==> src/rtl/fifo_sched_pkg.sv <==
// Shared sizing and FSM encoding for the RAM-backed FIFO scheduler.
// No latency or backpressure: constants and types only.
package fifo_pkg;
    localparam int DEPTH = 32;
    localparam int AW    = 5;
    localparam int CW    = 6;

    typedef enum logic [1:0] {
        S_IDLE,
        S_XFER,
        S_RDLAT
    } fifo_state_t;
endpackage

==> src/rtl/fifo_sched_if.sv <==
// RAM strobe/address and occupancy bundle from the scheduler to the RAM side.
// Pure wiring, no latency; the RAM side never backpressures.
interface fifo_sched_if
    import fifo_pkg::*;
();
    logic          wren;
    logic [AW-1:0] wraddr;
    logic          rden;
    logic [AW-1:0] rdaddr;
    logic [CW-1:0] fifolen;
    logic          full;
    logic          empty;
    logic          rd_valid;
    logic          ovf_err;
    logic          udf_err;

    modport master (
        output wren, wraddr, rden, rdaddr, fifolen, full, empty,
               rd_valid, ovf_err, udf_err
    );
    modport slave (
        input  wren, wraddr, rden, rdaddr, fifolen, full, empty,
               rd_valid, ovf_err, udf_err
    );
endinterface

==> src/rtl/fifo_sched_edge_det.sv <==
// Rising-edge detector for a debounced key; pulse is combinational off one register.
// No backpressure; the pulse lasts exactly one cycle.
module edge_det (
    input  logic clk,
    input  logic reset,
    input  logic din_i,
    output logic rise_o
);
    logic din_q;

    // Reset tracks the live level so a key held through reset is not seen as a press.
    always_ff @(posedge clk) begin
        if (reset) begin
            din_q <= din_i;
        end else begin
            din_q <= din_i;
        end
    end

    assign rise_o = din_i & ~din_q;
endmodule

==> src/rtl/fifo_sched.sv <==
// Serialises write/read requests into one RAM transfer slot; XFER 2 cycles after a request, rd_valid 1 later.
// No backpressure: requests are latched as pending, overlapping ones are dropped and flagged.
module fifo_sched
    import fifo_pkg::*;
(
    input  logic         clk,
    input  logic         reset,
    input  logic         auto_en,
    input  logic         wr_tick,
    input  logic         rd_tick,
    input  logic         push_btn,
    input  logic         pop_btn,
    fifo_sched_if.master ram
);
    logic push_rise, pop_rise, wreq, rreq;
    logic full, empty, clr_pend, acc_wr, acc_rd;

    fifo_state_t   state_q, state_d;
    logic [AW-1:0] wptr_q, wptr_d, rptr_q, rptr_d;
    logic [AW-1:0] wraddr_q, wraddr_d, rdaddr_q, rdaddr_d;
    logic [CW-1:0] cnt_q, cnt_d;
    logic          pend_wr_q, pend_wr_d, pend_rd_q, pend_rd_d;
    logic          wren_q, wren_d, rden_q, rden_d, rd_valid_q, rd_valid_d;
    logic          ovf_q, ovf_d, udf_q, udf_d;

    edge_det u_push_edge (.clk(clk), .reset(reset), .din_i(push_btn), .rise_o(push_rise));
    edge_det u_pop_edge  (.clk(clk), .reset(reset), .din_i(pop_btn),  .rise_o(pop_rise));

    assign wreq  = auto_en ? wr_tick : push_rise;
    assign rreq  = auto_en ? rd_tick : pop_rise;
    assign full  = (cnt_q == CW'(DEPTH));
    assign empty = (cnt_q == '0);

    assign clr_pend = (state_q == S_IDLE) && (pend_wr_q || pend_rd_q);
    assign acc_wr   = pend_wr_q && !full;
    assign acc_rd   = pend_rd_q && !empty;

    always_comb begin
        state_d    = state_q;
        wptr_d     = wptr_q;
        rptr_d     = rptr_q;
        wraddr_d   = wraddr_q;
        rdaddr_d   = rdaddr_q;
        cnt_d      = cnt_q;
        wren_d     = 1'b0;
        rden_d     = 1'b0;
        rd_valid_d = 1'b0;
        ovf_d      = ovf_q;
        udf_d      = udf_q;

        // A request arriving in the same cycle the latch is consumed becomes the next pending one.
        pend_wr_d = clr_pend ? wreq : (pend_wr_q || wreq);
        pend_rd_d = clr_pend ? rreq : (pend_rd_q || rreq);
        if (wreq && pend_wr_q && !clr_pend) ovf_d = 1'b1;
        if (rreq && pend_rd_q && !clr_pend) udf_d = 1'b1;

        unique case (state_q)
            S_IDLE: begin
                if (clr_pend) begin
                    state_d  = S_XFER;
                    wren_d   = acc_wr;
                    rden_d   = acc_rd;
                    wraddr_d = wptr_q;
                    rdaddr_d = rptr_q;
                    if (pend_wr_q && full)  ovf_d = 1'b1;
                    if (pend_rd_q && empty) udf_d = 1'b1;
                end
            end
            S_XFER: begin
                wptr_d     = wptr_q + AW'(wren_q);
                rptr_d     = rptr_q + AW'(rden_q);
                cnt_d      = cnt_q + CW'(wren_q) - CW'(rden_q);
                rd_valid_d = rden_q;
                state_d    = rden_q ? S_RDLAT : S_IDLE;
            end
            S_RDLAT: state_d = S_IDLE;
            default: state_d = S_IDLE;
        endcase
    end

    always_ff @(posedge clk) begin
        if (reset) begin
            state_q    <= S_IDLE;
            wptr_q     <= '0;
            rptr_q     <= '0;
            wraddr_q   <= '0;
            rdaddr_q   <= '0;
            cnt_q      <= '0;
            pend_wr_q  <= 1'b0;
            pend_rd_q  <= 1'b0;
            wren_q     <= 1'b0;
            rden_q     <= 1'b0;
            rd_valid_q <= 1'b0;
            ovf_q      <= 1'b0;
            udf_q      <= 1'b0;
        end else begin
            state_q    <= state_d;
            wptr_q     <= wptr_d;
            rptr_q     <= rptr_d;
            wraddr_q   <= wraddr_d;
            rdaddr_q   <= rdaddr_d;
            cnt_q      <= cnt_d;
            pend_wr_q  <= pend_wr_d;
            pend_rd_q  <= pend_rd_d;
            wren_q     <= wren_d;
            rden_q     <= rden_d;
            rd_valid_q <= rd_valid_d;
            ovf_q      <= ovf_d;
            udf_q      <= udf_d;
        end
    end

    assign ram.wren     = wren_q;
    assign ram.wraddr   = wraddr_q;
    assign ram.rden     = rden_q;
    assign ram.rdaddr   = rdaddr_q;
    assign ram.fifolen  = cnt_q;
    assign ram.full     = full;
    assign ram.empty    = empty;
    assign ram.rd_valid = rd_valid_q;
    assign ram.ovf_err  = ovf_q;
    assign ram.udf_err  = udf_q;
endmodule

==> src/flat_wrapper.sv <==
// flat-port wrapper written by rule: the top's interface ports become plain ports
module fifo_sched_flat import fifo_pkg::*;
  (clk, reset, auto_en, wr_tick, rd_tick, push_btn, pop_btn, ram_wren, ram_wraddr, ram_rden, ram_rdaddr, ram_fifolen, ram_full, ram_empty, ram_rd_valid, ram_ovf_err, ram_udf_err);
  fifo_sched_if ram_i ();
  input  logic clk;
  input  logic reset;
  input  logic auto_en;
  input  logic wr_tick;
  input  logic rd_tick;
  input  logic push_btn;
  input  logic pop_btn;
  output wire logic [$bits(ram_i.wren)-1:0] ram_wren;
  output wire logic [$bits(ram_i.wraddr)-1:0] ram_wraddr;
  output wire logic [$bits(ram_i.rden)-1:0] ram_rden;
  output wire logic [$bits(ram_i.rdaddr)-1:0] ram_rdaddr;
  output wire logic [$bits(ram_i.fifolen)-1:0] ram_fifolen;
  output wire logic [$bits(ram_i.full)-1:0] ram_full;
  output wire logic [$bits(ram_i.empty)-1:0] ram_empty;
  output wire logic [$bits(ram_i.rd_valid)-1:0] ram_rd_valid;
  output wire logic [$bits(ram_i.ovf_err)-1:0] ram_ovf_err;
  output wire logic [$bits(ram_i.udf_err)-1:0] ram_udf_err;
  assign ram_wren = ram_i.wren;
  assign ram_wraddr = ram_i.wraddr;
  assign ram_rden = ram_i.rden;
  assign ram_rdaddr = ram_i.rdaddr;
  assign ram_fifolen = ram_i.fifolen;
  assign ram_full = ram_i.full;
  assign ram_empty = ram_i.empty;
  assign ram_rd_valid = ram_i.rd_valid;
  assign ram_ovf_err = ram_i.ovf_err;
  assign ram_udf_err = ram_i.udf_err;
  fifo_sched u_core (.clk(clk), .reset(reset), .auto_en(auto_en), .wr_tick(wr_tick), .rd_tick(rd_tick), .push_btn(push_btn), .pop_btn(pop_btn), .ram(ram_i));
endmodule
==> config.mk <==
export PLATFORM = sky130hd
export DESIGN_NAME = fifo_sched_flat
export DESIGN_NICKNAME = d
export VERILOG_FILES = /design/src/rtl/fifo_sched_pkg.sv /design/src/rtl/fifo_sched_if.sv /design/src/rtl/fifo_sched_edge_det.sv /design/src/rtl/fifo_sched.sv /design/src/flat_wrapper.sv
export SDC_FILE = /design/constraint.sdc
export NUM_CORES = 1
export LEC_CHECK = 0
export BUFFER_PORTS_ARGS = -buffer_cell sky130_fd_sc_hd__buf_2
export CAP_MARGIN = 20
export CELL_PAD_IN_SITES_DETAIL_PLACEMENT = 1
export CELL_PAD_IN_SITES_GLOBAL_PLACEMENT = 2
export CORE_ASPECT_RATIO = 1.75
export CORE_MARGIN = 1
export CORE_UTILIZATION = 25
export DETAILED_ROUTE_END_ITERATION = 10
export GPL_TIMING_DRIVEN = 0
export PLACE_DENSITY = 0.64
export SETUP_SLACK_MARGIN = 0.2
export SYNTH_ARGS = -nofsm -noshare
export SYNTH_HDL_FRONTEND = slang
export SYNTH_SLANG_ARGS = --single-unit
==> constraint.sdc <==
create_clock -name clk -period 2.75 [get_ports clk]
set_input_delay 0.1375 -clock clk [delete_from_list [all_inputs] [get_ports clk]]
set_output_delay 0.1375 -clock clk [all_outputs]
set_load 0.03 [all_outputs]
Yosys cells after proc, flatten, opt, wreduce, memory -nomap -nowiden
Cells that the tools add are included.
{ "word_totals": {"register_bits": 37, "inputBits": 7, "output_inout_bits": 23, "wordCells": 64} }
{ "op_classes": {"add_sub_neg": 4, "n_eq_ne": 3, "n_mux": 15, "n_bitwise": 7, "reduce_logical": 20} }
{ "op_table": {"columns": ["op", "n"], "rows": [
  ["$mux 1", 12],
  ["$add 5x1->5", 2],
  ["$logic_and 1x1->1", 9],
  ["$add 6x1->6", 1],
  ["$eq 6x6->1 const B", 1],
  ["$logic_not 6->1", 1],
  ["$sub 6x1->6", 1],
  ["$not 1->1", 5],
  ["$mux 2", 2],
  ["$pmux 2 s2", 1],
  ["$logic_not 1->1", 3],
  ["$logic_or 1x1->1", 3],
  ["$reduce_or 3->1", 1],
  ["$and 1x1->1", 2],
  ["$eq 2x1->1 const B", 1],
  ["$logic_not 2->1", 1],
  ["$ne 2x1->1 const B", 1],
  ["$reduce_and 2->1", 1],
  ["$reduce_or 2->1", 1]
]} }

Longest topological paths before layout
{ "logic_depth": {"word_depth": 9, "depth_mapped": 9, "mapped_depth_nobuf": 9} }

By module
Synthesis repeated with hierarchy kept, for this count alone.
{ "hier_totals": {"hier_cells": 188, "hier_area_um2": 1680.4} }
{ "by_module_without_submodules": {"columns": ["mod", "n_inst", "cells_each", "area_per_inst_um2", "seq_area_each_um2"], "rows": [
  ["fifo_sched", 1, 184, 1612.8, 700.7],
  ["edge_det", 2, 2, 33.8, 20.0]
]} }

Worst setup path before layout
No wires, ideal clock.
{ "synth_timing": {"kind": "flip-flop to flip-flop", "startpoint": "reg u_core.wren_q, in the netlist u_core.ram.wren", "endpoint": "reg u_core.cnt_q[4], in the netlist u_core.ram.fifolen[4]", "setup_time_ps": 127, "arrival_ps": 1885, "required_ps": 2623, "slack_ps": 738, "stages_incl_launch_ff": 10, "path_buffers": 0, "synth_period_minus_slack_ps": 2012, "path_cell_list": "dfxtp_1 -> inv_1 -> ha_1 -> inv_1 -> ha_1 -> fa_1 -> a21oi_1 -> o21bai_1 -> mux2i_1 -> o31ai_1"} }
{ "synth_via": {"elab_chain_cells": 2} }
{ "synth_lines": {"columns": ["element", "line", "rtl"], "rows": [
  ["start, declared", "fifo_sched.sv:23", "logic wren_q, wren_d, rden_q, rden_d, rd_valid_q, rd_valid_d;"],
  ["start signal, assigned", "fifo_sched.sv:105", "wren_q <= wren_d;"],
  ["$add 6x1->6", "fifo_sched.sv:72", "cnt_d = cnt_q + CW'(wren_q) - CW'(rden_q);"],
  ["$sub 6x1->6", "fifo_sched.sv:72", null],
  ["end signal, assigned", "fifo_sched.sv:102", "cnt_q <= cnt_d;"],
  ["end, declared", "fifo_sched.sv:21", "logic [CW-1:0] cnt_q, cnt_d;"]
]} }
No other way between the ends.
A chain may end at the register's enable or synchronous reset.

Worst setup path after layout
Same ends and word-level chain as after synthesis.

==> results_tabular.tex <==
\begin{tabular}{lr}
\hline
Metric & Value \\
\hline
\multicolumn{2}{l}{\textbf{Synth}} \\
\quad Cell area after synthesis & 0.00166 sq mm \\
\quad Dominant combinational cell family by area after synthesis & simple AND/OR/NAND/NOR gates \\
\quad Synth top area cells & dfxtp\_1 45\%, ha\_1 9.8\%, nand2\_1 8.2\% \\
\quad Synth Instances & 185 \\
\quad Synthesis Warnings & 0 \\
\quad Fraction of synthesized area in multiplexers & 0.00604 \\
\quad Dominant cell type by area after synthesis & dfxtp\_1 \\
\quad Share of the synthesized area in the top cell type & 0.447 \\
\quad Share of flip-flops with an asynchronous set or reset after synthesis & 0 \\
\quad Number of register bits inferred by synthesis & 37 \\
\quad Unique masters post-synth & 33 \\
\quad Adder-cell share of the synthesized area & 0.110 \\
\quad Post-synthesis share of cell area spent on xor and xnor gates & 0.0476 \\
\quad Share of the synthesized area in compound gates (AO/OA/AOI/OAI) & 0.129 \\
\quad Area fraction in and, or, nand and nor cells after synthesis & 0.208 \\
\quad Leading register cell type out of synthesis & dfxtp\_1 \\
\quad Average cell area after synthesis & 8.95 sq um \\
\quad Net count of the mapped netlist & 206 \\
\quad Number of flops mapped to enable cells by yosys & 0 \\
\quad Part of the Yosys area used for sequential elements & 0.447 \\
\multicolumn{2}{l}{\textbf{Placement}} \\
\quad Placed cell count & 293 \\
\quad Detailed placer's ending HPWL & 2.95 mm \\
\quad Dpl ws & 0.746 ns \\
\quad Count of port buffers added during placement & 28 \\
\quad Final weighted congestion of routability-driven global placement & 0.748 \\
\quad Total cell area at the placement stage & 0.00190 sq mm \\
\multicolumn{2}{l}{\textbf{Die}} \\
\quad Number of top-level design ports & 30 \\
\quad Rows & 38 \\
\quad Die span in y & between 100 and 150 microns \\
\quad Starting Density & 0.264 \\
\quad DIE WIDTH & 63.5 microns \\
\quad Total die area & 0.00697 sq mm \\
\quad Core footprint & around 0.0063 sq mm \\
\multicolumn{2}{l}{\textbf{STA}} \\
\quad Headroom to the max-slew limit & 0.607 \\
\quad Count of pins over their slew limit & 0 \\
\quad Shortest clock period the worst path allows after layout & 1.98 ns \\
\quad Final Hold Fails & 0 \\
\quad Setup violations, final & 0 \\
\quad Final worst clock skew & about 0.0046 ns \\
\quad Peak clock frequency supported by timing & 0.506 GHz \\
\quad Share of the clock period used by the worst path after layout & 0.719 \\
\quad Final-layout setup total negative slack & 0 ns \\
\quad Setup ws final & 0.772 ns \\
\quad Actual slew at the worst max-slew pin & 0.589 ns \\
\quad RSZ-0062 raised after global routing & false \\
\multicolumn{2}{l}{\textbf{Layout}} \\
\quad Non-filler instance count after layout & 302 \\
\quad Final net count & 243 \\
\quad Fraction of layout cells with a size suffix above 1 & 0.198 \\
\quad Fill cells & between 700 and 800 \\
\quad Util after Layout & 0.319 \\
\quad Area Growth Syn to Fin & 20.9\% \\
\quad Area used by multi-input combinational logic & 831 sq um \\
\quad Area of all sequential standard cells & 741 sq um \\
\quad Number of antenna repair diodes & 0 \\
\quad Final non-filler cell area & between 0.002 and 0.0025 sq mm \\
\multicolumn{2}{l}{\textbf{Drt}} \\
\quad Iteration count of the initial detailed-routing pass & 4 \\
\quad Drt total wl & 3.89 mm \\
\quad Detailed-route DRC error count & 0 \\
\quad Total via count in the routed design & 1346 \\
\quad First DRT Iteration DRCs & 33 \\
\quad Detail-routed net length per standard cell & 12.9 microns \\
\quad Vias per inst & 4.46 \\
\quad Antenna-violating nets left & 0 \\
\multicolumn{2}{l}{\textbf{Clocking}} \\
\quad Num CTS Buffers & 5 \\
\quad Clock Sinks & 37 \\
\quad Clock transition at the register clock pins on the worst setup and hold paths after CTS & 0.07 ns \\
\quad Bufs on Longest Clock Path & 2 \\
\quad Clk root buf & clkbuf\_8 \\
\quad CTS tree & yes \\
\quad Later-pin clock latency in the skew report & approximately 0.28 ns \\
\quad Depth of the CTS H-tree & 2 \\
\multicolumn{2}{l}{\textbf{Run status}} \\
\quad Result of the run & completed \\
\multicolumn{2}{l}{\textbf{Min path}} \\
\quad Min-Delay Path Depth & 3 \\
\quad Type of the tightest min-delay check & in2reg \\
\multicolumn{2}{l}{\textbf{Critical path}} \\
\quad CP max-delay cell & dfxtp\_1 \\
\quad Critical Path Max Stage Delay & slightly above 0.4 ns \\
\quad Worst setup path class & reg2reg \\
\quad Critical path data arrival time & 2.14 ns \\
\quad Chain of cells forming the critical path & inv\_1 -> ha\_1 -> inv\_1 -> ha\_1 -> fa\_1 -> a21oi\_1 -> o21bai\_1 -> mux2i\_1 -> o31ai\_1 \\
\quad Setup crit start kind & register \\
\quad CP Max Fanout & 3 \\
\quad Nature of the critical path endpoint & register \\
\quad Depth of the worst register-to-register path & 9 \\
\quad Required time reported for the critical path endpoint & 2.91 ns \\
\multicolumn{2}{l}{\textbf{Global route}} \\
\quad Pin count of the biggest net entering global routing & 11 \\
\quad Vias in the first global route & about 1300 \\
\quad GRT Overall Usage & 0.123 \\
\quad Wire length of the first global-routing pass & 6.47 mm \\
\quad Total grt overflow & 0 \\
\quad Initial antenna violation count & 0 \\
\multicolumn{2}{l}{\textbf{Pwr}} \\
\quad Power Dens Cells & about 570 mW/mm\^{}2 \\
\quad Leakage Power & 0.860 nW \\
\quad Max IR drop VDD & 0.184 mV \\
\multicolumn{2}{l}{\textbf{Flow run}} \\
\quad Count of maximum capacitance violations & 0 \\
\hline
\end{tabular}
-- state kept, by name (all words and copies together) (netlist names), 2 cells and up --
name,cells
u_core.rptr_q,5
u_core.ram.fifolen,6
u_core.state_q,2
u_core.ram.rdaddr,5
u_core.ram.wraddr,5
u_core.wptr_q,5
-- path summary, 6_finish.rpt --
check	start	to	slack [ns]
setup / recovery	u_core.ram.wren	u_core.ram.fifolen[4]	0.77
hold / removal	wr_tick	u_core.pend_wr_q	0.13
setup reg to reg	u_core.ram.wren	u_core.ram.fifolen[4]	0.77
hold reg to reg	u_core.ram.rdaddr[0]	u_core.ram.rdaddr[0]	0.45
-- cell families (layout without fill, tap and decap cells) --
logic type / after synthesis / in the layout
flip-flops: 37 / 37
buffers and inverters: 19 / 56
adder cells (fa/ha/maj): 14 / 14
multiplexers: 1 / 1
XOR/XNOR: 9 / 9
AND/OR/NAND/NOR: 73 / 73
AO/OA/AOI/OAI: 32 / 32
-- synthesized netlist by cell type (all sizes together) (2+ instances only) --
cell type and count:
nor3 2, and3 2, a31oi 2, nand4bb 2, clkbuf 3, a21oi 18, a211o 2, a221oi 2
nor2 20, dfxtp 37, ha 13, buf 5, xor2 9, nor3b 4, nand4 4, nand2 36
inv 11, a211oi 4
-- cells in the final DEF (no fill, tap or decap), types with 2 or more instances in the layout --
| cell type | netlist | final |
|---|---|---|
| a211oi_1 | 2 | 2 |
| buf_2 | 2 | 30 |
| inv_1 | 10 | 10 |
| dfxtp_1 | 37 | 37 |
| nand2_1 | 36 | 36 |
| xor2_1 | 9 | 9 |
| a211o_1 | 2 | 2 |
| nand4_1 | 4 | 4 |
| dlygate4sd3_1 | 0 | 2 |
| clkbuf_8 | 0 | 6 |
| nand4bb_1 | 2 | 2 |
| nor3b_1 | 4 | 4 |
| nor3_1 | 2 | 2 |
| nor2_1 | 19 | 19 |
| a221oi_1 | 2 | 2 |
| ha_1 | 13 | 13 |
| a21oi_1 | 18 | 18 |
| a31oi_1 | 2 | 2 |
| a211oi_2 | 2 | 2 |
| clkbuf_1 | 3 | 4 |
| and3_1 | 2 | 2 |
-- repair_timing --
action                                 CTS  global route
resized for setup                        0             0
buffers inserted                         0             0
endpoints found under the hold margin    2             0
hold buffers                             2             0
-- worst max-delay path, delay by kind of cell, from the launching register on --
family / cells / cell delay, ns
buffers and inverters: 2 / 0.11
muxes: 1 / 0.15
adders and majority gates: 3 / 0.88
AOI/OAI and AO/OA: 3 / 0.33
DFF: 1 / 0.41
-- power breakdown --
group / internal (W) / total (W) / switching, W
combinational: 0.0000663 / 0.000187 / 0.000121
sequential: 0.000550 / 0.000561 / 0.0000118
clock: 0.000199 / 0.000384 / 0.000185
-- layer usage --
layer | share of wire | vias to the layer above | track usage | wire (microns)
met5 | 0 | - | 0 | 0
met4 | 0.018 | 0 | 0.0584 | 69
met3 | 0.030 | 4 | 0.0239 | 116
met2 | 0.52 | 23 | 0.223 | 2030
met1 | 0.43 | 628 | 0.136 | 1670
li1 | - | 691 | - | -
-- final cells by class --
type / count / area share
Timing Repair Buffer: 30 / 0.0800
Buffer: 8 / 0.0219
Multi-Input combinational cell: 129 / 0.415
Inverter: 11 / 0.0206
Sequential cell: 37 / 0.370
Tap cell: 80 / 0.0500
Clock buffer: 7 / 0.0431
-- stage by stage --
step	hold slack, ns	total power (W)
after global routing	0.149	0.00120
after floorplan	0.165	0.000710
after detailed placement	0.255	0.000766
final	0.127	0.00113
after CTS	0.138	0.00116
after global placement	0.253	0.000765
(Power assumes the default switching activity.)
